==> src/rtl/uc_multiciclo.sv <==
`default_nettype none
// ============================================================================
// Module   : uc_multiciclo
// Brief    : Multicycle control unit for the microc datapath (RUN/SKIP/HALT).
// Revision : 1.0
// ============================================================================
module uc_multiciclo #(
    parameter int CNT_W = 16
) (
    input  logic             clk,
    input  logic             reset,
    input  logic [5:0]       Opcode,
    input  logic             z,
    output logic             s_inc,
    output logic             s_inm,
    output logic             s_skip,
    output logic             we3,
    output logic             wez,
    output logic [2:0]       Op,
    output logic             pc_en,
    output logic             halted,
    output logic [CNT_W-1:0] instr_count
);

    typedef enum logic [1:0] {
        ST_RUN  = 2'd0,
        ST_SKIP = 2'd1,
        ST_HALT = 2'd2
    } state_t;

    localparam logic [CNT_W-1:0] C_CNT_MAX = {CNT_W{1'b1}};

    state_t           state_q, state_d;
    logic [CNT_W-1:0] count_q, count_d;
    logic             retire;

    always_ff @(posedge clk) begin
        if (!reset) begin
            state_q <= ST_RUN;
            count_q <= '0;
        end else begin
            state_q <= state_d;
            count_q <= count_d;
        end
    end

    always_comb begin
        s_inc   = 1'b0;
        s_inm   = 1'b0;
        s_skip  = 1'b0;
        we3     = 1'b0;
        wez     = 1'b0;
        Op      = 3'b000;
        pc_en   = 1'b0;
        halted  = 1'b0;
        retire  = 1'b0;
        state_d = state_q;
        count_d = count_q;

        // Reset low forces every output to 0 regardless of state.
        if (!reset) begin
            state_d = ST_RUN;
            count_d = '0;
        end else begin
            case (state_q)
                ST_RUN: begin
                    s_inc  = 1'b1;
                    pc_en  = 1'b1;
                    retire = 1'b1;
                    case (Opcode[5:3])
                        3'b000: begin
                            Op  = Opcode[2:0];
                            we3 = 1'b1;
                            wez = 1'b1;
                        end
                        3'b001: begin
                            s_inm = 1'b1;
                            we3   = 1'b1;
                        end
                        3'b010: s_inc = 1'b0;
                        3'b011: s_inc = ~z;
                        3'b100: s_inc = z;
                        3'b101: begin
                            // Compare cycle: hold PC so z is updated before the skip decision.
                            Op      = 3'b011;
                            wez     = 1'b1;
                            pc_en   = 1'b0;
                            retire  = 1'b0;
                            state_d = ST_SKIP;
                        end
                        3'b111: begin
                            s_inc   = 1'b0;
                            pc_en   = 1'b0;
                            retire  = 1'b0;
                            state_d = ST_HALT;
                        end
                        default: ;
                    endcase
                end
                ST_SKIP: begin
                    s_inc   = 1'b1;
                    s_skip  = z;
                    pc_en   = 1'b1;
                    retire  = 1'b1;
                    state_d = ST_RUN;
                end
                ST_HALT: halted = 1'b1;
                default: state_d = ST_RUN;
            endcase

            if (retire && (count_q != C_CNT_MAX)) begin
                count_d = count_q + {{(CNT_W-1){1'b0}}, 1'b1};
            end
        end
    end

    assign instr_count = count_q;

endmodule
`default_nettype wire

==> config.mk <==
export PLATFORM = sky130hd
export DESIGN_NAME = uc_multiciclo
export DESIGN_NICKNAME = d
export VERILOG_FILES = /design/src/rtl/uc_multiciclo.sv
export SDC_FILE = /design/constraint.sdc
export NUM_CORES = 1
export LEC_CHECK = 0
export CAP_MARGIN = 20
export CORE_MARGIN = 4
export CORE_UTILIZATION = 40
export CTS_CLUSTER_SIZE = 30
export DETAILED_ROUTE_END_ITERATION = 8
export PLACE_DENSITY = 0.74
export SLEW_MARGIN = 40
export SYNTH_ARGS = -nofsm -noshare
export SYNTH_HDL_FRONTEND = slang
export SYNTH_SLANG_ARGS = --single-unit
export TNS_END_PERCENT = 10
==> constraint.sdc <==
create_clock -name clk -period 2 [get_ports clk]
set_clock_uncertainty 0.15 [all_clocks]
set_input_delay 0.4 -clock clk [delete_from_list [all_inputs] [get_ports clk]]
set_output_delay 0.4 -clock clk [all_outputs]
set_load 0.01 [all_outputs]
Word-level counts from Yosys, hierarchy flattened --
Cells that the tools add are included.
Cells by class: add/sub/neg operators 1, multiply operators 0, divide/modulo/power cells 0, $lt $le $gt $ge 0, equal/unequal tests 10, shift operators 0, multiplexer cells 25, bitwise logic cells 2, reduce and logical (&&, ||, !) cells 8
Operator list (count):
- $mux W1 | 17
- $add A16 B1 Y16 const B | 1
- $ne A16 B16 Y1 const B | 1
- $eq A3 B3 Y1 const B | 3
- $pmux W2 S2 | 2
- $reduce_or A2 Y1 | 4
- $eq A3 B2 Y1 const B | 2
- $mux W3 | 2
- $pmux W3 S2 | 1
- $pmux W1 S2 | 2
- $eq A3 B1 Y1 const B | 1
- $logic_not A3 Y1 | 1
- $ne A3 B3 Y1 const B | 1
- $pmux W1 S3 | 1
- $eq A2 B1 Y1 const B | 1
- $eq A2 B2 Y1 const B | 1
- $logic_not A2 Y1 | 1
- $not A1 Y1 | 2
- $reduce_and A2 Y1 | 1
- $logic_and A1 B1 Y1 | 1
Word-level totals: register bits after elaboration 18, bits in latches 0, RAM bits 0, bits in read-only memories 0, logic and storage cells 48, memories kept 0

Longest topological paths before layout --
depth in word-level cells 6, depth in mapped cells 7

Least setup slack after synthesis --
Ideal clock, no wire load.
path kind input -> register, start input Opcode[5], end register count_q[11] (netlist: instr_count[11]), arrival 1842 ps, data required time 1780 ps, path slack -62 ps, stages 6, buffers on the path 2, cells stage by stage buf_6 -> and3b_4 -> or4_1 -> buf_2 -> or4_1 -> a21oi_1
Between the ends: word-level cells in the longest chain between the ends 6, elaborated cells between the ends (all ways) 7, classes of those cells 2 x eq/ne; 3 x mux; 2 x reduce/logical
Ends and longest elaborated chain:
- start, declared | line 12 | input logic [5:0] Opcode,
- $eq A3 B3 Y1 | line 70 | case (Opcode[5:3])
- $reduce_or A2 Y1 (no line) *
- $mux W1 * | line 70
- $pmux W1 S2 * | line 65 | case (state_q)
- $mux W1 * | line 61 | if (!reset) begin
- $logic_and A1 B1 Y1 * | line 111 | if (retire && (count_q != C_CNT_MAX)) begin
- end signal, assigned | line 43 | count_q <= count_d;
- end, declared | line 34 | logic [CNT_W-1:0] count_q, count_d;
Every way passes the cells marked *; elsewhere a longest branch is shown, timed or not. The select of a mux whose other input is x is not followed. A chain may end at the register's enable or synchronous reset.

Worst setup path in the final report --
start register state_q[0], end output wez
Between the ends: word-level cells in the longest chain between the ends 3
Ends and longest elaborated chain:
- start, declared | line 33 | state_t state_q, state_d;
- start signal, assigned | line 42 | state_q <= state_d;
- $logic_not A2 Y1 | line 65
- $mux W1 | line 65
- $mux W1 | line 61
- end, declared | line 18 | output logic wez,
Every way passes these cells.

==> flow_metrics.env <==
export IMPL_fin_nets=201
export IMPL_ff2ff_path_depth=5
export IMPL_final_core_util=0.663
export IMPL_violations="negative setup slack"
export IMPL_hold_buffers=0
export IMPL_synthesis_nets=146
export IMPL_synthTopCellsByCount="20 x a21oi_1, 18 x dfxtp_1, 10 x nor2_1, 10 x o31ai_1, 10 x or4_1"
export IMPL_die_area_um2=3490
export IMPL_routabilityCongestion=0.730
export IMPL_ios=35
export IMPL_yosys_area_top_type="dfxtp_1"
export IMPL_hold_viol=0
export IMPL_endpoint_kind="output port"
export IMPL_viasPerCell=5.78
export IMPL_die_y_um=59.0
export IMPL_dp_hpwl_mm=2.32
export IMPL_portBuffers=34
export IMPL_ys_seq_area_frac=0.346
export IMPL_required_ns=1.45
export IMPL_cts_tree="done"
export IMPL_routed_wl_mm=3.23
export IMPL_worst_r2r_setup_slack_ns=-0.01
export IMPL_dpl_cell_area_um2=1550
export IMPL_period_needed_ns=2.09
export IMPL_coreArea_um2=2480
export IMPL_die_w_um=59.0
export IMPL_synth_top_area_share=0.346
export IMPL_start_kind="flop"
export IMPL_worst_pin_slew_ns=0.496
export IMPL_rows=18
export IMPL_clk_path_buf_depth=2
export IMPL_synthTopCellsByArea="dfxtp_1 35%, a21oi_1 9.6%, o31ai_1 7.2%"
export IMPL_drv_cap=0
export IMPL_cts_reportedPaths_clkPinSlew_ns=0.10
export IMPL_p_sw_frac=0.267
export IMPL_p_total_w=0.000750
export IMPL_hold_path_endpoint="state_q[1]$_SDFFE_PN0P_"
export IMPL_pre_cts_slack_ns=-0.683
export IMPL_p_per_area_nw_per_um2=457
export IMPL_ant_nets=0
export IMPL_clockRootBuffer="clkbuf_4"
export IMPL_cts_made_buffers=3
export IMPL_p_int_w=0.000549
export IMPL_wire_per_inst_um=14.7
export IMPL_peakVddDrop_mv=0.313
export IMPL_drv_slew=0
export IMPL_yosysWarnings=0
export IMPL_synth_seq_cells=18
export IMPL_dr_first_iter_drc_count=24
export IMPL_fin_ws_ns=-0.0930
export IMPL_diodes=0
export IMPL_synth_cell_type_count=29
export IMPL_status="finished, violations left"
export IMPL_syn_inst=136
export IMPL_r2r_start="state_q[1]$_SDFFE_PN0P_"
export IMPL_seq_power_share=0.498
export IMPL_min_delay_start="Opcode[3]"
export IMPL_synth_main_ff_cell="dfxtp_1"
export IMPL_synthesis_area_um2=1040
export IMPL_grt_pass1_wl_mm=5.22
export IMPL_drc=0
export IMPL_p_clk_frac=0.311
export IMPL_start_util=0.421
export IMPL_clock_latency_ns=0.30
export IMPL_fin_crit_sh=1.05
export IMPL_gr_total_overflow=0
export IMPL_hold_slack_ns=0.315
export IMPL_setup_viol=6
export IMPL_nFillCells=213
export IMPL_dr_pass1_iters=4
export IMPL_grt_setup_unrepaired="yes"
export IMPL_crit_arrival_ns=1.54
export IMPL_cts_sink_count=18
export IMPL_synth_most_common_cell="a21oi_1"
export IMPL_relSlewSlack=0.669
export IMPL_grt_usage=0.192
export IMPL_p_sw_w=0.000201
export IMPL_fin_area_um2=1640
export IMPL_r2r_end="instr_count[11]$_SDFFE_PN0P_"
export IMPL_min_path_type="in -> reg"
export IMPL_hold_depth=3
export IMPL_p_comb_frac=0.191
export IMPL_async_reset_ff_frac=0
export IMPL_grt_max_degree=18
export IMPL_area_growth_pct=57.6
export IMPL_antenna_found_initial=0
export IMPL_crit_type="reg -> out"
export IMPL_layout_drive_gt1_share=0.311
export IMPL_dr_total_vias=1271
export IMPL_avgSynthCellArea_um2=7.66
export IMPL_clock_fmax_mhz=478
export IMPL_power_leakage_nw=0.618
export IMPL_cts_max_level=1
export IMPL_synth_edff_count=0
export IMPL_grt_pass1_vias=1244
export IMPL_path_max_fanout=4
layout make-up:
| class | instances | area (µm²) | share of cell area |
|---|---|---|---|
| well taps | 30 | 37.5 | 0.0228 |
| repair buffers | 57 | 477 | 0.290 |
| multi-input cells | 102 | 694 | 0.423 |
| flip-flops and latches | 18 | 364 | 0.222 |
| inverters | 9 | 33.8 | 0.0206 |
| clock buffers | 4 | 36.3 | 0.0221 |
worst max-delay path, cell delays in order (launching register included):
cell,delay (ns)
dfxtp_2,0.34
nand2b_4,0.13
or3_4,0.36
buf_6,0.15
a21oi_2,0.11
buf_2,0.14
metrics by stage:
| stage | setup TNS (ns) | instances |
|---|---|---|
| global route | -0.551 | 220 |
| global placement | -12.14 | 215 |
| floorplan | -0.00899 | 136 |
| detailed placement | -12.95 | 215 |
| CTS | -0.331 | 219 |
| finish | -0.232 | 220 |
worst max path at each step:
| stage | start | to | slack, ns | cells after the start |
|---|---|---|---|---|
| 4_1_cts | state_q[0]$_SDFFE_PN0P_ | Op[2] | -0.11 | 5 |
| 5_1_grt | state_q[0]$_SDFFE_PN0P_ | wez | -0.13 | 5 |
| 2_1_floorplan | Opcode[5] | instr_count[11]$_SDFFE_PN0P_ | -0.003 | 6 |
| 3_3_place_gp | reset | wez | -0.66 | 6 |
| 6_report | state_q[0]$_SDFFE_PN0P_ | wez | -0.09 | 5 |
| 3_5_place_dp | reset | Op[2] | -0.68 | 6 |
flip-flops by register name, indices dropped and copies added (netlist names):
| name | count |
|---|---|
| instr_count | 16 |
| state_q | 2 |
repair_timing:
item                       in CTS  in global routing
pin swaps                       5                  2
setup buffers                   0                  1
setup endpoints to repair      26                 15
resized for setup              50                 16
routing by layer:
metal | track usage | share of wire | vias up | wire length [µm]
met1 | 0.211 | 0.42 | 610 | 1360
met5 | 0 | 0 | - | 0
met2 | 0.350 | 0.52 | 37 | 1670
li1 | - | - | 619 | -
met3 | 0.0305 | 0.046 | 5 | 148
met4 | 0.100 | 0.016 | 0 | 52
cells by family after synthesis:
group / after synthesis / synth area share
DFF: 18 / 0.346
muxes: 3 / 0.0288
AOI/OAI and AO/OA: 37 / 0.210
buffers and inverters: 16 / 0.0660
adders and majority gates: 1 / 0.0120
and+or+nand+nor: 61 / 0.337
cell usage in the layout (no fill, tap or decap), types with 5 or more instances in the layout:
| cell | count |
|---|---|
| inv_1 | 9 |
| o31ai_1 | 8 |
| or4_1 | 7 |
| dlygate4sd2_1 | 6 |
| clkdlybuf4s50_1 | 19 |
| nand2_1 | 8 |
| dfxtp_1 | 15 |
| buf_4 | 22 |
| nand4_1 | 5 |
| a21oi_1 | 17 |
| nor2_1 | 7 |
| buf_2 | 5 |
power by group through the flow:
| stage | Clock [W] | Sequential [W] | Combinational, W |
|---|---|---|---|
| after floorplan | 0 | 0.000382 | 0.0000576 |
| after global placement | 0 | 0.000380 | 0.000133 |
| after detailed placement | 0 | 0.000380 | 0.000136 |
| after CTS | 0.000231 | 0.000373 | 0.000138 |
| after global routing | 0.000243 | 0.000374 | 0.000156 |
| final | 0.000233 | 0.000373 | 0.000144 |
No activity file was read; power rests on OpenSTA's default activity.
